===== config.mk =====
export PLATFORM = sky130hd
export DESIGN_NAME = csi_rx_align_ctrl
export DESIGN_NICKNAME = d
export VERILOG_FILES = /design/src/rtl/csi_rx_align_ctrl_pkg.sv /design/src/rtl/csi_rx_sat_counter.sv /design/src/rtl/csi_rx_align_ctrl.sv
export SDC_FILE = /design/constraint.sdc
export NUM_CORES = 1
export LEC_CHECK = 0
export BUFFER_PORTS_ARGS = -buffer_cell sky130_fd_sc_hd__buf_4
export CAP_MARGIN = 10
export CELL_PAD_IN_SITES_DETAIL_PLACEMENT = 0
export CELL_PAD_IN_SITES_GLOBAL_PLACEMENT = 2
export CORE_ASPECT_RATIO = 1.5
export CORE_MARGIN = 2
export CORE_UTILIZATION = 30
export DETAILED_ROUTE_END_ITERATION = 6
export GPL_TIMING_DRIVEN = 0
export PLACE_DENSITY = 0.87
export SYNTH_ARGS = -nofsm -noshare
export SYNTH_HDL_FRONTEND = slang
export SYNTH_HIERARCHICAL = 1
export SYNTH_SLANG_ARGS = --single-unit

===== constraint.sdc =====
create_clock -name byte_clock -period 2.1 [get_ports byte_clock]
set_input_delay 0.105 -clock byte_clock [delete_from_list [all_inputs] [get_ports byte_clock]]
set_output_delay 0.105 -clock byte_clock [all_outputs]
set_load 0.005 [all_outputs]

===== src/rtl/csi_rx_align_ctrl_pkg.sv =====
// Shared types and default timing constants for the CSI-2 receive alignment controller.
package csi_rx_align_ctrl_pkg;

   localparam int NUM_LANE = 2;
   typedef logic [NUM_LANE-1:0] lane_vld_t;

   // Supervisor states; the encoding is visible on state_o for debug.
   typedef enum logic [2:0] {
      ST_DISABLED = 3'd0,
      ST_HUNT     = 3'd1,
      ST_LOCKED   = 3'd2,
      ST_DRAIN    = 3'd3,
      ST_BACKOFF  = 3'd4
   } align_state_t;

   localparam int ALIGN_TIMEOUT_CYC = 64;
   localparam int ALIGN_BACKOFF_CYC = 8;
   localparam int ALIGN_DRAIN_CYC   = 2;
   localparam int ALIGN_CNT_W       = 16;

   // Largest of three cycle counts; sizes the shared state timer.
   function automatic int max3(input int a, input int b, input int c);
      int m;
      m = (a > b) ? a : b;
      return (m > c) ? m : c;
   endfunction

endpackage


===== src/rtl/csi_rx_sat_counter.sv =====
// Saturating up-counter used for the packet and error statistics.
module csi_rx_sat_counter #(
   parameter int CNT_W = 16
) (
   input  logic             clk_i,
   input  logic             reset_i,
   input  logic             clear_i,
   input  logic             inc_i,
   output logic [CNT_W-1:0] cnt_o
);

   logic [CNT_W-1:0] cnt_q;
   logic [CNT_W-1:0] cnt_d;

   // Next count: clear wins, otherwise increment until all-ones and hold there.
   always_comb begin
      cnt_d = cnt_q;
      if (clear_i) begin
         cnt_d = '0;
      end else if (inc_i && (cnt_q != '1)) begin
         cnt_d = cnt_q + 1'b1;
      end
   end

   // Count register.
   always_ff @(posedge clk_i) begin
      if (reset_i) begin
         cnt_q <= '0;
      end else begin
         cnt_q <= cnt_d;
      end
   end

   assign cnt_o = cnt_q;

endmodule


===== src/rtl/csi_rx_align_ctrl.sv =====
// Supervisory FSM sequencing the CSI-2 word aligner: hunts for sync, tracks lock,
// forces a resync with backoff on timeout or lock loss, and keeps statistics.
module csi_rx_align_ctrl
   import csi_rx_align_ctrl_pkg::*;
#(
   parameter int TIMEOUT_CYC = ALIGN_TIMEOUT_CYC,
   parameter int BACKOFF_CYC = ALIGN_BACKOFF_CYC,
   parameter int DRAIN_CYC   = ALIGN_DRAIN_CYC,
   parameter int CNT_W       = ALIGN_CNT_W
) (
   input  logic             byte_clock,
   input  logic             reset,
   input  logic             ctrl_enable,
   input  lane_vld_t        lane_vld,
   input  logic             word_valid,
   input  logic             pkt_done_in,
   output logic             align_enable,
   output logic             wait_for_sync,
   output logic             pkt_done_out,
   output logic             locked,
   output logic [2:0]       state_o,
   output logic [CNT_W-1:0] pkt_cnt,
   output logic [CNT_W-1:0] err_cnt
);

   // One timer serves hunt, drain and backoff; it only ever counts to its limit minus one.
   localparam int TMR_MAX = max3(TIMEOUT_CYC, BACKOFF_CYC, DRAIN_CYC);
   localparam int TMR_W   = (TMR_MAX > 2) ? $clog2(TMR_MAX) : 1;

   localparam logic [TMR_W-1:0] TMO_LAST = TMR_W'(TIMEOUT_CYC - 1);
   localparam logic [TMR_W-1:0] BKO_LAST = TMR_W'(BACKOFF_CYC - 1);
   localparam logic [TMR_W-1:0] DRN_LAST = TMR_W'(DRAIN_CYC - 1);

   align_state_t     state_q, state_d;
   logic [TMR_W-1:0] timer_q, timer_d;
   logic             force_q, force_d;
   logic             pkt_inc, err_inc;

   // Next-state, timer and force logic; disable overrides everything but reset.
   always_comb begin
      state_d = state_q;
      timer_d = timer_q;
      force_d = 1'b0;
      pkt_inc = 1'b0;
      err_inc = 1'b0;
      if (!ctrl_enable) begin
         state_d = ST_DISABLED;
         timer_d = '0;
         // Unlock the aligners when leaving any state in which they may hold sync.
         force_d = (state_q == ST_LOCKED) || (state_q == ST_HUNT) || (state_q == ST_BACKOFF);
      end else begin
         case (state_q)
            ST_DISABLED: begin
               state_d = ST_HUNT;
               timer_d = '0;
            end
            ST_HUNT: begin
               if (pkt_done_in) begin
                  timer_d = '0;
               end else if (word_valid) begin
                  state_d = ST_LOCKED;
                  timer_d = '0;
               end else if (timer_q == TMO_LAST) begin
                  err_inc = 1'b1;
                  state_d = ST_BACKOFF;
                  timer_d = '0;
               end else if (|lane_vld) begin
                  timer_d = timer_q + 1'b1;
               end else begin
                  timer_d = '0;
               end
            end
            ST_LOCKED: begin
               // A packet end coinciding with word_valid falling is a packet, not an error.
               if (pkt_done_in) begin
                  pkt_inc = 1'b1;
                  state_d = ST_DRAIN;
                  timer_d = '0;
               end else if (!word_valid) begin
                  err_inc = 1'b1;
                  state_d = ST_BACKOFF;
                  timer_d = '0;
               end
            end
            ST_DRAIN: begin
               if (timer_q == DRN_LAST) begin
                  state_d = ST_HUNT;
                  timer_d = '0;
               end else begin
                  timer_d = timer_q + 1'b1;
               end
            end
            ST_BACKOFF: begin
               if (timer_q == BKO_LAST) begin
                  state_d = ST_HUNT;
                  timer_d = '0;
               end else begin
                  timer_d = timer_q + 1'b1;
               end
            end
            default: begin
               state_d = ST_DISABLED;
               timer_d = '0;
            end
         endcase
         // Force packet_done for every cycle spent in backoff.
         force_d = (state_d == ST_BACKOFF);
      end
   end

   // State, timer and force registers.
   always_ff @(posedge byte_clock) begin
      if (reset) begin
         state_q <= ST_DISABLED;
         timer_q <= '0;
         force_q <= 1'b0;
      end else begin
         state_q <= state_d;
         timer_q <= timer_d;
         force_q <= force_d;
      end
   end

   // Moore decode of the aligner controls from the registered state.
   always_comb begin
      align_enable  = 1'b0;
      wait_for_sync = 1'b0;
      locked        = 1'b0;
      case (state_q)
         ST_HUNT:    begin align_enable = 1'b1; wait_for_sync = 1'b1; end
         ST_LOCKED:  begin align_enable = 1'b1; locked = 1'b1; end
         ST_DRAIN:   align_enable = 1'b1;
         ST_BACKOFF: align_enable = 1'b1;
         default:    ;
      endcase
   end

   assign state_o      = state_q;
   assign pkt_done_out = pkt_done_in | force_q;

   csi_rx_sat_counter #(.CNT_W(CNT_W)) u_pkt_cnt (
      .clk_i   (byte_clock),
      .reset_i (reset),
      .clear_i (1'b0),
      .inc_i   (pkt_inc),
      .cnt_o   (pkt_cnt)
   );

   csi_rx_sat_counter #(.CNT_W(CNT_W)) u_err_cnt (
      .clk_i   (byte_clock),
      .reset_i (reset),
      .clear_i (1'b0),
      .inc_i   (err_inc),
      .cnt_o   (err_cnt)
   );

endmodule


==> run_results.csv, run 1 <==
group,metric,value,unit
die,die_h,118.3,µm
cts,cts_made_buffers,5,
timing,finalHoldViolations,0,
die,die_area,9486,µm²
setup_path,r2r_slack,0.02,ns
timing,slew_violations,0,
setup_path,critical-path-slowest-cell,"dfxtp_4",
detailed_routing,via_count,2524,
setup_path,cp.required,2.28,ns
timing,fin_setup_tns,0,ns
logic_synthesis,yosysWarningCount,6,
die,die_w,80.20,µm
setup_path,startpoint,"timer_q[1]",
timing,setup-violations-final,0,
timing,finalCritPeriodShare,99.10,%
die,start_util,31.05,%
logic_synthesis,synthDistinctLibCells,60,
worst_hold_path,hold_path_depth,2,
place,port-buffer-count,45,
outcome,status,"finished, final reports clean",
cts,clockRootBuffer,"clkbuf_16",
cts,cts_max_level,2,
cts,cts_buffer_depth,2,
setup_path,path_delay_family,"simple AND/OR/NAND/NOR gates",
final_layout,mostFrequentLayoutCells,"buf_4, dfxtp_1, nand2_1",
grt,antenna_found_initial,0,
worst_hold_path,min_to,"force_q",
grt,grt_overflow_total,0,
setup_path,r2r-start,"timer_q[1]",
detailed_routing,vias_per_cell,5.215,
final_layout,drive_gt1_share,32.36,%
logic_synthesis,synth.avg_cell_area,8.594,µm²
detailed_routing,post_drt_wl_per_cell,13.89,µm
final_layout,diodes,0,
setup_path,critPathLaunchType,"flop",
setup_path,crit_arrival,2.27,ns
setup_path,path_cells,"ha_4 -> and3_4 -> and3_4 -> a21o_1 -> and3_4 -> and4_4 -> and3_4 -> a31oi_1 -> a311oi_1",
power,power_density,482.7,nW/µm²
timing,skew,0.005110,ns
cts,clk_latency,0.28,ns
detailed_routing,ant_nets,0,
setup_path,critical_path.most_common_cell,"and3_4",
grt,grt_pass1_vias,2448,
worst_hold_path,hold_path.class,"in2reg",
setup_path,r2r-end,"u_err_cnt/cnt_o[12]",
die,rows,41,
grt,grtUsageTotal,14.52,%
die,ios,46,
cts,cts_tree,"done",
detailed_routing,wl,6.724,mm
setup_path,timing.critical_path.fanout_max,6,
timing,fmax,480.5,MHz
flow_run,maxCapViolations,0,
final_layout,area_growth,31.85,%
cts,clkTransAtPathRegs,0.06,ns
setup_path,worst-path-stages,9,
grt,grt_pass1_wl,11.19,mm
die,core_area,8413,µm²
worst_hold_path,worstHoldStart,"ctrl_enable",
power,p_leak,1.328,nW
detailed_routing,drt_iter0_markers,71,
logic_synthesis,synthCells,304,
setup_path,cp-end-kind,"flop",
power,ir_drop,0.0003041,V
logic_synthesis,synth_edf_count,0,
setup_path,cpPeakStageDelay,0.36,ns
place,gp_congestion,0.7858,
final_layout,nets,389,
cts,numClockSinks,42,
final_layout,layout_commonest_cell,"buf_4",
logic_synthesis,yosys_register_bits,42,
logic_synthesis,seq_area_frac_synth,32.18,%
logic_synthesis,syn_area,2613,µm²
detailed_routing,drc,0,
timing,whs,0.07749,ns
detailed_routing,first_pass_iters,6,
setup_path,path_buf_inv,0,
setup_path,crit_type,"reg2reg",
setup_path,rr_worst_depth,9,
grt,grt_max_degree,18,
logic_synthesis,synth-main-ff-cell,"dfxtp_1",
timing,final.min_clock_period,2.081,ns
timing,rsz0062_at_grt,"true",
logic_synthesis,postSynth.asyncResetShare,0,%
place,hpwlAfterDp,4.914,mm
logic make-up (layout without fill, tap and decap cells):
group,after synthesis,in the layout,synth area share [%]
flip-flops,42,42,32.18
other,1,14,0.1435
adder cells (fa/ha/maj),4,4,1.916
AND/OR/NAND/NOR,141,141,33.62
AO/OA/AOI/OAI,82,82,21.79
XOR/XNOR,2,2,0.6706
buffers and inverters,20,80,5.076
multiplexers,12,12,4.598
synth_stat cells, types with 5 or more instances:
library cell	n	area share, %
dfxtp_1	42	32
nand2_1	35	5.0
a21oi_1	18	3.4
nor2_1	16	2.3
nand3_1	14	2.7
mux2i_1	12	4.6
a31oi_1	11	2.6
o21ai_0	11	2.1
and3_1	10	2.4
a211oi_1	8	2.3
or3_1	8	1.9
o21ai_1	7	1.3
inv_1	6	0.86
nand4_1	6	1.4
or3_2	6	1.7
a2111o_1	5	2.2
and3_4	5	2.2
buf_6	5	2.2
nor3_1	5	0.96
area by class of cell:
type	count	area [µm²]
fill	897	4969
multi-input combinational	255	1782
sequential	42	849.6
timing repair buffer	55	412.9
clock buffer	6	138.9
tap	107	133.9
buffer	13	105.1
inverter	6	22.52
routing by layer:
metal | up-vias | GRT usage (%) | routed length (µm)
li1 | 1285 | - | -
met3 | 8 | 2.672 | 241
met4 | 0 | 5.614 | 114
met2 | 51 | 26.30 | 3566
met5 | - | 0 | 0
met1 | 1180 | 16.30 | 2802
report_power, final:
| part | internal [W] | switching (W) |
|---|---|---|
| Combinational | 0.0000406 | 0.0000546 |
| Sequential | 0.000797 | 0.00000154 |
| Clock | 0.000460 | 0.000309 |
sequential cells by signal (all words and copies together) (netlist names):
name and flops:
u_err_cnt/cnt_o 16, timer_q 6, u_pkt_cnt/cnt_o 16, state_o 3
force_q 1
per-stage QoR:
step | instance area (µm²) | setup WS [ns] | instances | total power [W] | util [%]
finish | 3445 | 0.01897 | 484 | 0.001663 | 40.94
global placement | 3148 | -0.2441 | 469 | 0.0009126 | 37.42
CTS | 3420 | 0.009105 | 483 | 0.001687 | 40.65
detailed placement | 3148 | -0.2680 | 469 | 0.0009122 | 37.42
global route | 3445 | -0.06540 | 484 | 0.001728 | 40.94
floorplan | 2676 | 0.009834 | 317 | 0.0008725 | -
repair_timing:
| action | in CTS | in global routing |
|---|---|---|
| gates resized for setup | 15 | 7 |
| setup endpoints to repair | 19 | 16 |
| pin swaps | 5 | 8 |
| hold buffers | 0 | 0 |
| buffers inserted | 8 | 2 |
worst max path at each step:
| stage | endpoint | slack [ns] |
|---|---|---|
| floorplan | u_err_cnt/cnt_o[12] | 0.01 |
| global placement | u_err_cnt/cnt_o[15] | -0.24 |
| detailed placement | u_err_cnt/cnt_o[15] | -0.27 |
| finish | u_err_cnt/cnt_o[12] | 0.02 |
| global route | u_err_cnt/cnt_o[12] | -0.07 |
| CTS | u_err_cnt/cnt_o[12] | 0.009 |
Note: power is estimated with default switching activity, not from simulation.
==> run 2, diff against run 1 <==
--- a/config.mk
+++ b/config.mk
@@ -15,6 +15,7 @@
 export DETAILED_ROUTE_END_ITERATION = 6
 export GPL_TIMING_DRIVEN = 0
 export PLACE_DENSITY = 0.87
+export REMOVE_ABC_BUFFERS = 1
 export SYNTH_ARGS = -nofsm -noshare
 export SYNTH_HDL_FRONTEND = slang
 export SYNTH_HIERARCHICAL = 1
==> run 2 against run 1 <==
Net effect:
- the run now ends with setup timing left
- critical path type unchanged
- via count is 2.5% lower
- critical endpoint is now u_err_cnt/cnt_o[10]
- sequential power about the same
- clock skew shrank 0.0027 ns
==> run_results.csv, run 2 (synthesis gave the netlist of run 1 again) <==
group,metric,value,unit
outcome,status,"finished, violations left",
outcome,violations,"setup timing",
die,start_util,31.05,%
grt,grt_max_degree,18,
flow_run,maxCapViolations,0,
grt,antenna_found_initial,0,
setup_path,crit_arrival,2.32,ns
cts,clk_latency,0.29,ns
detailed_routing,first_pass_iters,4,
detailed_routing,drc,0,
power,power_density,534.0,nW/µm²
power,power.internal,0.001419,W
final_layout,layout_commonest_cell,"buf_4",
setup_path,rr_worst_depth,9,
detailed_routing,wl,6.523,mm
final_layout,fill_cells,896,
setup_path,timing.critical_path.fanout_max,4,
setup_path,r2r_slack,-0.0007,ns
place,hpwlAfterDp,4.737,mm
cts,clockRootBuffer,"clkbuf_16",
final_layout,mostFrequentLayoutCells,"buf_4, dfxtp_1, nand2_1",
timing,fin_ws,-0.0007208,ns
detailed_routing,ant_nets,0,
setup_path,r2r-end,"u_err_cnt/cnt_o[10]",
timing,skew,0.002382,ns
timing,setup-violations-final,1,
worst_hold_path,min_to,"force_q",
timing,maxSlewHeadroom,48.79,%
timing,whs,0.06518,ns
detailed_routing,drt_iter0_markers,62,
detailed_routing,post_drt_wl_per_cell,13.85,µm
grt,grt_pass1_vias,2338,
worst_hold_path,worstHoldStart,"ctrl_enable",
grt,grt_overflow_total,0,
timing,final.min_clock_period,2.101,ns
die,die_h,118.3,µm
final_layout,area_growth,28.93,%
timing,worst_pin_slew,0.7654,ns
timing,fin_setup_tns,-0.0007208,ns
die,die_w,80.20,µm
die,die_area,9486,µm²
detailed_routing,via_count,2460,
cts,cts_made_buffers,5,
setup_path,cp-end-kind,"flop",
place,pre_cts_slack,-0.3820,ns
power,clockPowerShare,50.7,%
power,power.total,0.001799,W
power,pwr-share-comb,4.7,%
grt,grtUsageTotal,14.28,%
timing,slew_violations,0,
power,p_leak,1.273,nW
power,power.switching,0.0003795,W
cts,numClockSinks,42,
timing,rsz0062_at_grt,"true",
setup_path,r2r-start,"timer_q[1]",
timing,finalCritPeriodShare,100.0,%
die,core_area,8413,µm²
die,rows,41,
cts,cts_hold_buffers,0,
cts,cts_tree,"done",
cts,cts_buffer_depth,2,
power,pwr-share-seq,44.6,%
final_layout,diodes,0,
worst_hold_path,hold_path.class,"in2reg",
setup_path,critPathLaunchType,"flop",
worst_hold_path,hold_path_depth,2,
setup_path,cp.required,2.32,ns
place,gp_congestion,0.8138,
place,port-buffer-count,45,
setup_path,crit_type,"reg2reg",
power,switching_share,21.10,%
detailed_routing,vias_per_cell,5.223,
timing,fmax,476.0,MHz
timing,finalHoldViolations,0,
die,ios,46,
grt,grt_pass1_wl,10.87,mm
cts,cts_max_level,2,
cts,clkTransAtPathRegs,0.06,ns
final_layout,drive_gt1_share,32.14,%
final_layout,nets,375,
power,ir_drop,0.0002901,V
-- run 2: cell types whose count changed in the layout (fill, tap and decap cells not counted), sizes merged --
cell	previous run	this run
buf	66	54
bufinv	0	1
dlygate4sd1	2	0
-- run 2: cell type report --
type / instances / area, µm² / share of cell area, %
Clock buffer: 6 / 138.9 / 4.123
Clock inverter: 1 / 30.03 / 0.8915
Inverter: 6 / 22.52 / 0.6686
Multi-Input combinational cell: 255 / 1783 / 52.93
Sequential cell: 42 / 854.6 / 25.37
Tap cell: 107 / 133.9 / 3.975
Timing Repair Buffer: 54 / 405.4 / 12.04
-- run 2: power by group through the flow --
stage	Sequential, W	Clock (W)	Combinational (W)
after floorplan	0.000822	0	0.0000459
after global placement	0.000823	0	0.0000837
after detailed placement	0.000823	0	0.0000841
after CTS	0.000802	0.000928	0.0000858
after global routing	0.000802	0.000956	0.0000957
final	0.000802	0.000912	0.0000845
-- run 2: worst max path at each step --
stage	startpoint	to	slack [ns]	cells past startpoint
3_3_place_gp	state_o[1]	u_err_cnt/cnt_o[11]	-0.38	7
6_report	timer_q[1]	u_err_cnt/cnt_o[10]	-0.0007	9
4_1_cts	timer_q[0]	u_err_cnt/cnt_o[10]	-0.0008	9
3_5_place_dp	state_o[1]	u_err_cnt/cnt_o[15]	-0.38	7
2_1_floorplan	timer_q[0]	u_err_cnt/cnt_o[11]	-0.06	9
5_1_grt	timer_q[1]	u_err_cnt/cnt_o[10]	-0.09	9
-- run 2: critical path, stage by stage, from the launching register on --
cell	delay, ns
dfxtp_4	0.36
ha_4	0.15
and3_4	0.20
and3_4	0.19
a21o_1	0.10
and3_4	0.20
and4_4	0.25
nand3_2	0.09
or3_1	0.36
a21oi_1	0.14
-- run 2: repair_timing --
item / in CTS / in global routing
setup buffers: 5 / 4
pin swaps: 5 / 6
gates resized for setup: 20 / 11
endpoints found under the setup margin: 26 / 17
-- run 2: routing by layer --
| layer | vias to the layer above | routed length [µm] | track usage (%) | share of wire [%] |
|---|---|---|---|---|
| met1 | 1168 | 2734 | 15.90 | 42 |
| met5 | - | 0 | 0 | 0 |
| li1 | 1249 | - | - | - |
| met2 | 35 | 3468 | 25.62 | 53 |
| met3 | 8 | 206 | 2.748 | 3.2 |
| met4 | 0 | 114 | 6.144 | 1.7 |
-- run 2: stage by stage --
step	utilization, %	cell area (µm²)	instances
2_1_floorplan	-	2551	303
5_1_grt	40.04	3368	471
4_1_cts	39.17	3296	467
3_3_place_gp	35.93	3023	455
3_5_place_dp	35.93	3023	455
6_report	40.04	3368	471
==> run 3, diff against run 2 <==
--- a/config.mk
+++ b/config.mk
@@ -11,12 +11,11 @@
 export CELL_PAD_IN_SITES_GLOBAL_PLACEMENT = 2
 export CORE_ASPECT_RATIO = 1.5
 export CORE_MARGIN = 2
-export CORE_UTILIZATION = 30
+export CORE_UTILIZATION = 29
 export DETAILED_ROUTE_END_ITERATION = 6
 export GPL_TIMING_DRIVEN = 0
-export PLACE_DENSITY = 0.87
+export PLACE_DENSITY = 0.86
 export REMOVE_ABC_BUFFERS = 1
 export SYNTH_ARGS = -nofsm -noshare
 export SYNTH_HDL_FRONTEND = slang
-export SYNTH_HIERARCHICAL = 1
 export SYNTH_SLANG_ARGS = --single-unit
==> run 3 against run 2 <==
Net effect:
- the flow now finishes without violations
- register-to-register slack better by 0.08 ns
- sequential cell count is the same
- sequential share of layout area rose by 2.2 points
- worst setup slack improved by 0.081 ns
- synthesized cell count fell by 3.6%
- clock skew increased by 0.0028 ns
- area after synthesis down 8.2%
- wire length down 3.1%
- global-route usage fell by 0.11 points
- first-iteration DRC count shrank 8.1%
==> run_results.csv, run 3 <==
group,metric,value,unit
grt,grtUsageTotal,14.17,%
power,power.internal,0.001267,W
timing,worst_pin_slew,0.4751,ns
timing,fin_setup_tns,0,ns
logic_synthesis,syn_area,2399,µm²
timing,skew,0.005214,ns
grt,grt_overflow_total,0,
setup_path,path_delay_family,"simple AND/OR/NAND/NOR gates",
power,power.total,0.001631,W
grt,grt_pass1_wl,10.45,mm
power,p_leak,1.130,nW
final_layout,diodes,0,
setup_path,cp.required,2.31,ns
power,power.switching,0.0003641,W
setup_path,r2r-start,"timer_q[0]",
logic_synthesis,synthMostInstantiatedCell,"dfxtp_1",
worst_hold_path,hold_path.class,"in2reg",
die,die_area,9029,µm²
setup_path,path_cells,"ha_2 -> and2_1 -> a41o_4 -> nand3_2 -> or4_1 -> a21oi_1",
cts,clockRootBuffer,"clkbuf_16",
final_layout,drive_gt1_share,24.71,%
final_layout,area_growth,27.96,%
detailed_routing,vias_per_cell,5.157,
power,switching_share,22.32,%
place,pre_cts_slack,-0.2279,ns
setup_path,critical-path-slowest-cell,"or4_1",
timing,finalCritPeriodShare,96.18,%
setup_path,crit_type,"reg2reg",
die,start_util,29.95,%
logic_synthesis,synth-main-ff-cell,"dfxtp_1",
cts,clk_latency,0.28,ns
logic_synthesis,synth_edf_count,0,
final_layout,layout_commonest_cell,"buf_4",
die,core_area,8008,µm²
logic_synthesis,synth_compound_area_share,16.17,%
logic_synthesis,synthCells,293,
cts,cts_max_level,2,
die,die_h,115.4,µm
logic_synthesis,synth_xor_area_share,5.112,%
setup_path,crit_arrival,2.23,ns
place,port-buffer-count,45,
cts,cts_hold_buffers,0,
logic_synthesis,synth.avg_cell_area,8.186,µm²
logic_synthesis,synthDistinctLibCells,55,
final_layout,mostFrequentLayoutCells,"buf_4, dfxtp_1, nor2_1",
power,power_density,531.5,nW/µm²
setup_path,rr_worst_depth,6,
worst_hold_path,hold_path_depth,3,
place,dp_cells,431,
logic_synthesis,yosys_register_bits,42,
cts,cts_buffer_depth,2,
timing,finalHoldViolations,0,
timing,setup-violations-final,0,
power,clockPowerShare,46.4,%
setup_path,timing.critical_path.fanout_max,7,
power,pwr-share-comb,4.2,%
final_layout,nets,350,
logic_synthesis,synthSimpleGateAreaFrac,35.37,%
logic_synthesis,synthAdderAreaFrac,2.087,%
die,rows,40,
grt,grt_pass1_vias,2201,
die,ios,46,
detailed_routing,drt_iter0_markers,57,
setup_path,cpPeakStageDelay,0.56,ns
grt,grt_max_degree,39,
detailed_routing,post_drt_wl_per_cell,14.21,µm
setup_path,r2r-end,"u_err_cnt.cnt_o[8]",
logic_synthesis,synth_top_area_share,35.05,%
flow_run,maxCapViolations,0,
cts,clkTransAtPathRegs,0.06,ns
cts,cts_made_buffers,5,
outcome,status,"finished, final reports clean",
grt,antenna_found_initial,0,
logic_synthesis,seq_area_frac_synth,35.05,%
detailed_routing,ant_nets,0,
logic_synthesis,synth_area_leaders,"dfxtp_1, nor2_1, a21oi_1, nand2_1, nand4_1",
die,die_w,78.26,µm
worst_hold_path,worstHoldStart,"word_valid",
place,gp_congestion,0.7431,
cts,numClockSinks,42,
logic_synthesis,synth_top_family_by_area,"simple AND/OR/NAND/NOR gates",
place,hpwlAfterDp,4.374,mm
logic_synthesis,postSynth.asyncResetShare,0,%
cts,cts_tree,"done",
logic_synthesis,synthMuxAreaShare,2.295,%
detailed_routing,via_count,2295,
detailed_routing,wl,6.322,mm
timing,fmax,495.1,MHz
timing,slew_violations,0,
setup_path,r2r_slack,0.08,ns
logic_synthesis,yosysWarningCount,0,
logic_synthesis,synth_top_area_cell,"dfxtp_1",
setup_path,cp-end-kind,"flop",
power,pwr-share-seq,49.4,%
timing,maxSlewHeadroom,68.22,%
final_layout,final_cells,445,
worst_hold_path,min_to,"state_o[1]",
detailed_routing,first_pass_iters,4,
power,ir_drop,0.0003235,V
setup_path,critPathLaunchType,"flop",
timing,final.min_clock_period,2.020,ns
timing,fin_ws,0.08021,ns
detailed_routing,drc,0,
logic_synthesis,yosys-top-cells-count,"dfxtp_1, nor2_1, nand2_1",
setup_path,path_buf_inv,0,
## run 3: through the flow
step	cell area, µm²	hold WS, ns	util, %
after CTS	3009	0.2153	37.58
after global routing	3069	0.2543	38.33
after global placement	2808	0.4813	35.06
after floorplan	2338	0.1741	-
final	3069	0.2127	38.33
after detailed placement	2815	0.4939	35.16
## run 3: cell type report
class,instances,area [µm²]
Clock buffer,6,128.9
Tap cell,105,131.4
Timing Repair Buffer,50,379.1
Inverter,9,33.78
Clock inverter,2,13.76
Sequential cell,42,845.8
Fill cell,855,4938
Multi-Input combinational cell,231,1536
## run 3: kinds of logic (layout without fill, tap and decap cells)
group / count (synthesis) / count (layout)
flops: 42 / 42
simple gates: 148 / 150
fa+ha+maj: 4 / 4
buf+inv: 22 / 67
mux: 5 / 5
compound gates: 58 / 58
xor+xnor: 14 / 14
## run 3: repair_timing
action                                  CTS  global route
endpoints found under the hold margin     0             0
gates resized for setup                   6             8
setup buffers                             1             3
endpoints found under the setup margin   15            23
pin swaps                                 2             2
cloned                                    1             1
## run 3: power groups by stage
stage | Clock [W] | Sequential, W | Combinational, W
after floorplan | 0 | 0.000822 | 0.0000257
after global placement | 0 | 0.000824 | 0.0000658
after detailed placement | 0 | 0.000824 | 0.0000668
after CTS | 0.000783 | 0.000806 | 0.0000685
after global routing | 0.000821 | 0.000806 | 0.0000770
final | 0.000756 | 0.000806 | 0.0000692
## run 3: worst reg2reg max path: cells and delay by family (launching register included)
kind | cells | cell delay, ns
adders and majority gates | 1 | 0.22
DFF | 1 | 0.37
and+or+nand+nor | 3 | 0.94
AOI/OAI and AO/OA | 2 | 0.43
## run 3: routing by layer
layer  vias to the layer above  wire (µm)  GRT usage (%)
li1                       1180          -              -
met1                      1080       2663          15.47
met2                        31       3421          27.53
met3                         4        179          2.747
met4                         0         57          3.860
met5                         -          0              0
## run 3: worst max-delay path by stage
stage                          end          startpoint  slack [ns]  cells after the start
2_1_floorplan   u_err_cnt.cnt_o[5]  u_err_cnt.cnt_o[3]       -0.07                      5
3_3_place_gp    u_err_cnt.cnt_o[5]  u_err_cnt.cnt_o[3]       -0.60                      5
3_5_place_dp    u_err_cnt.cnt_o[5]  u_err_cnt.cnt_o[3]       -0.23                      6
4_1_cts        u_err_cnt.cnt_o[15]          timer_q[0]       0.002                      6
5_1_grt         u_err_cnt.cnt_o[8]          timer_q[0]      -0.009                      6
6_report        u_err_cnt.cnt_o[8]          timer_q[0]        0.08                      6
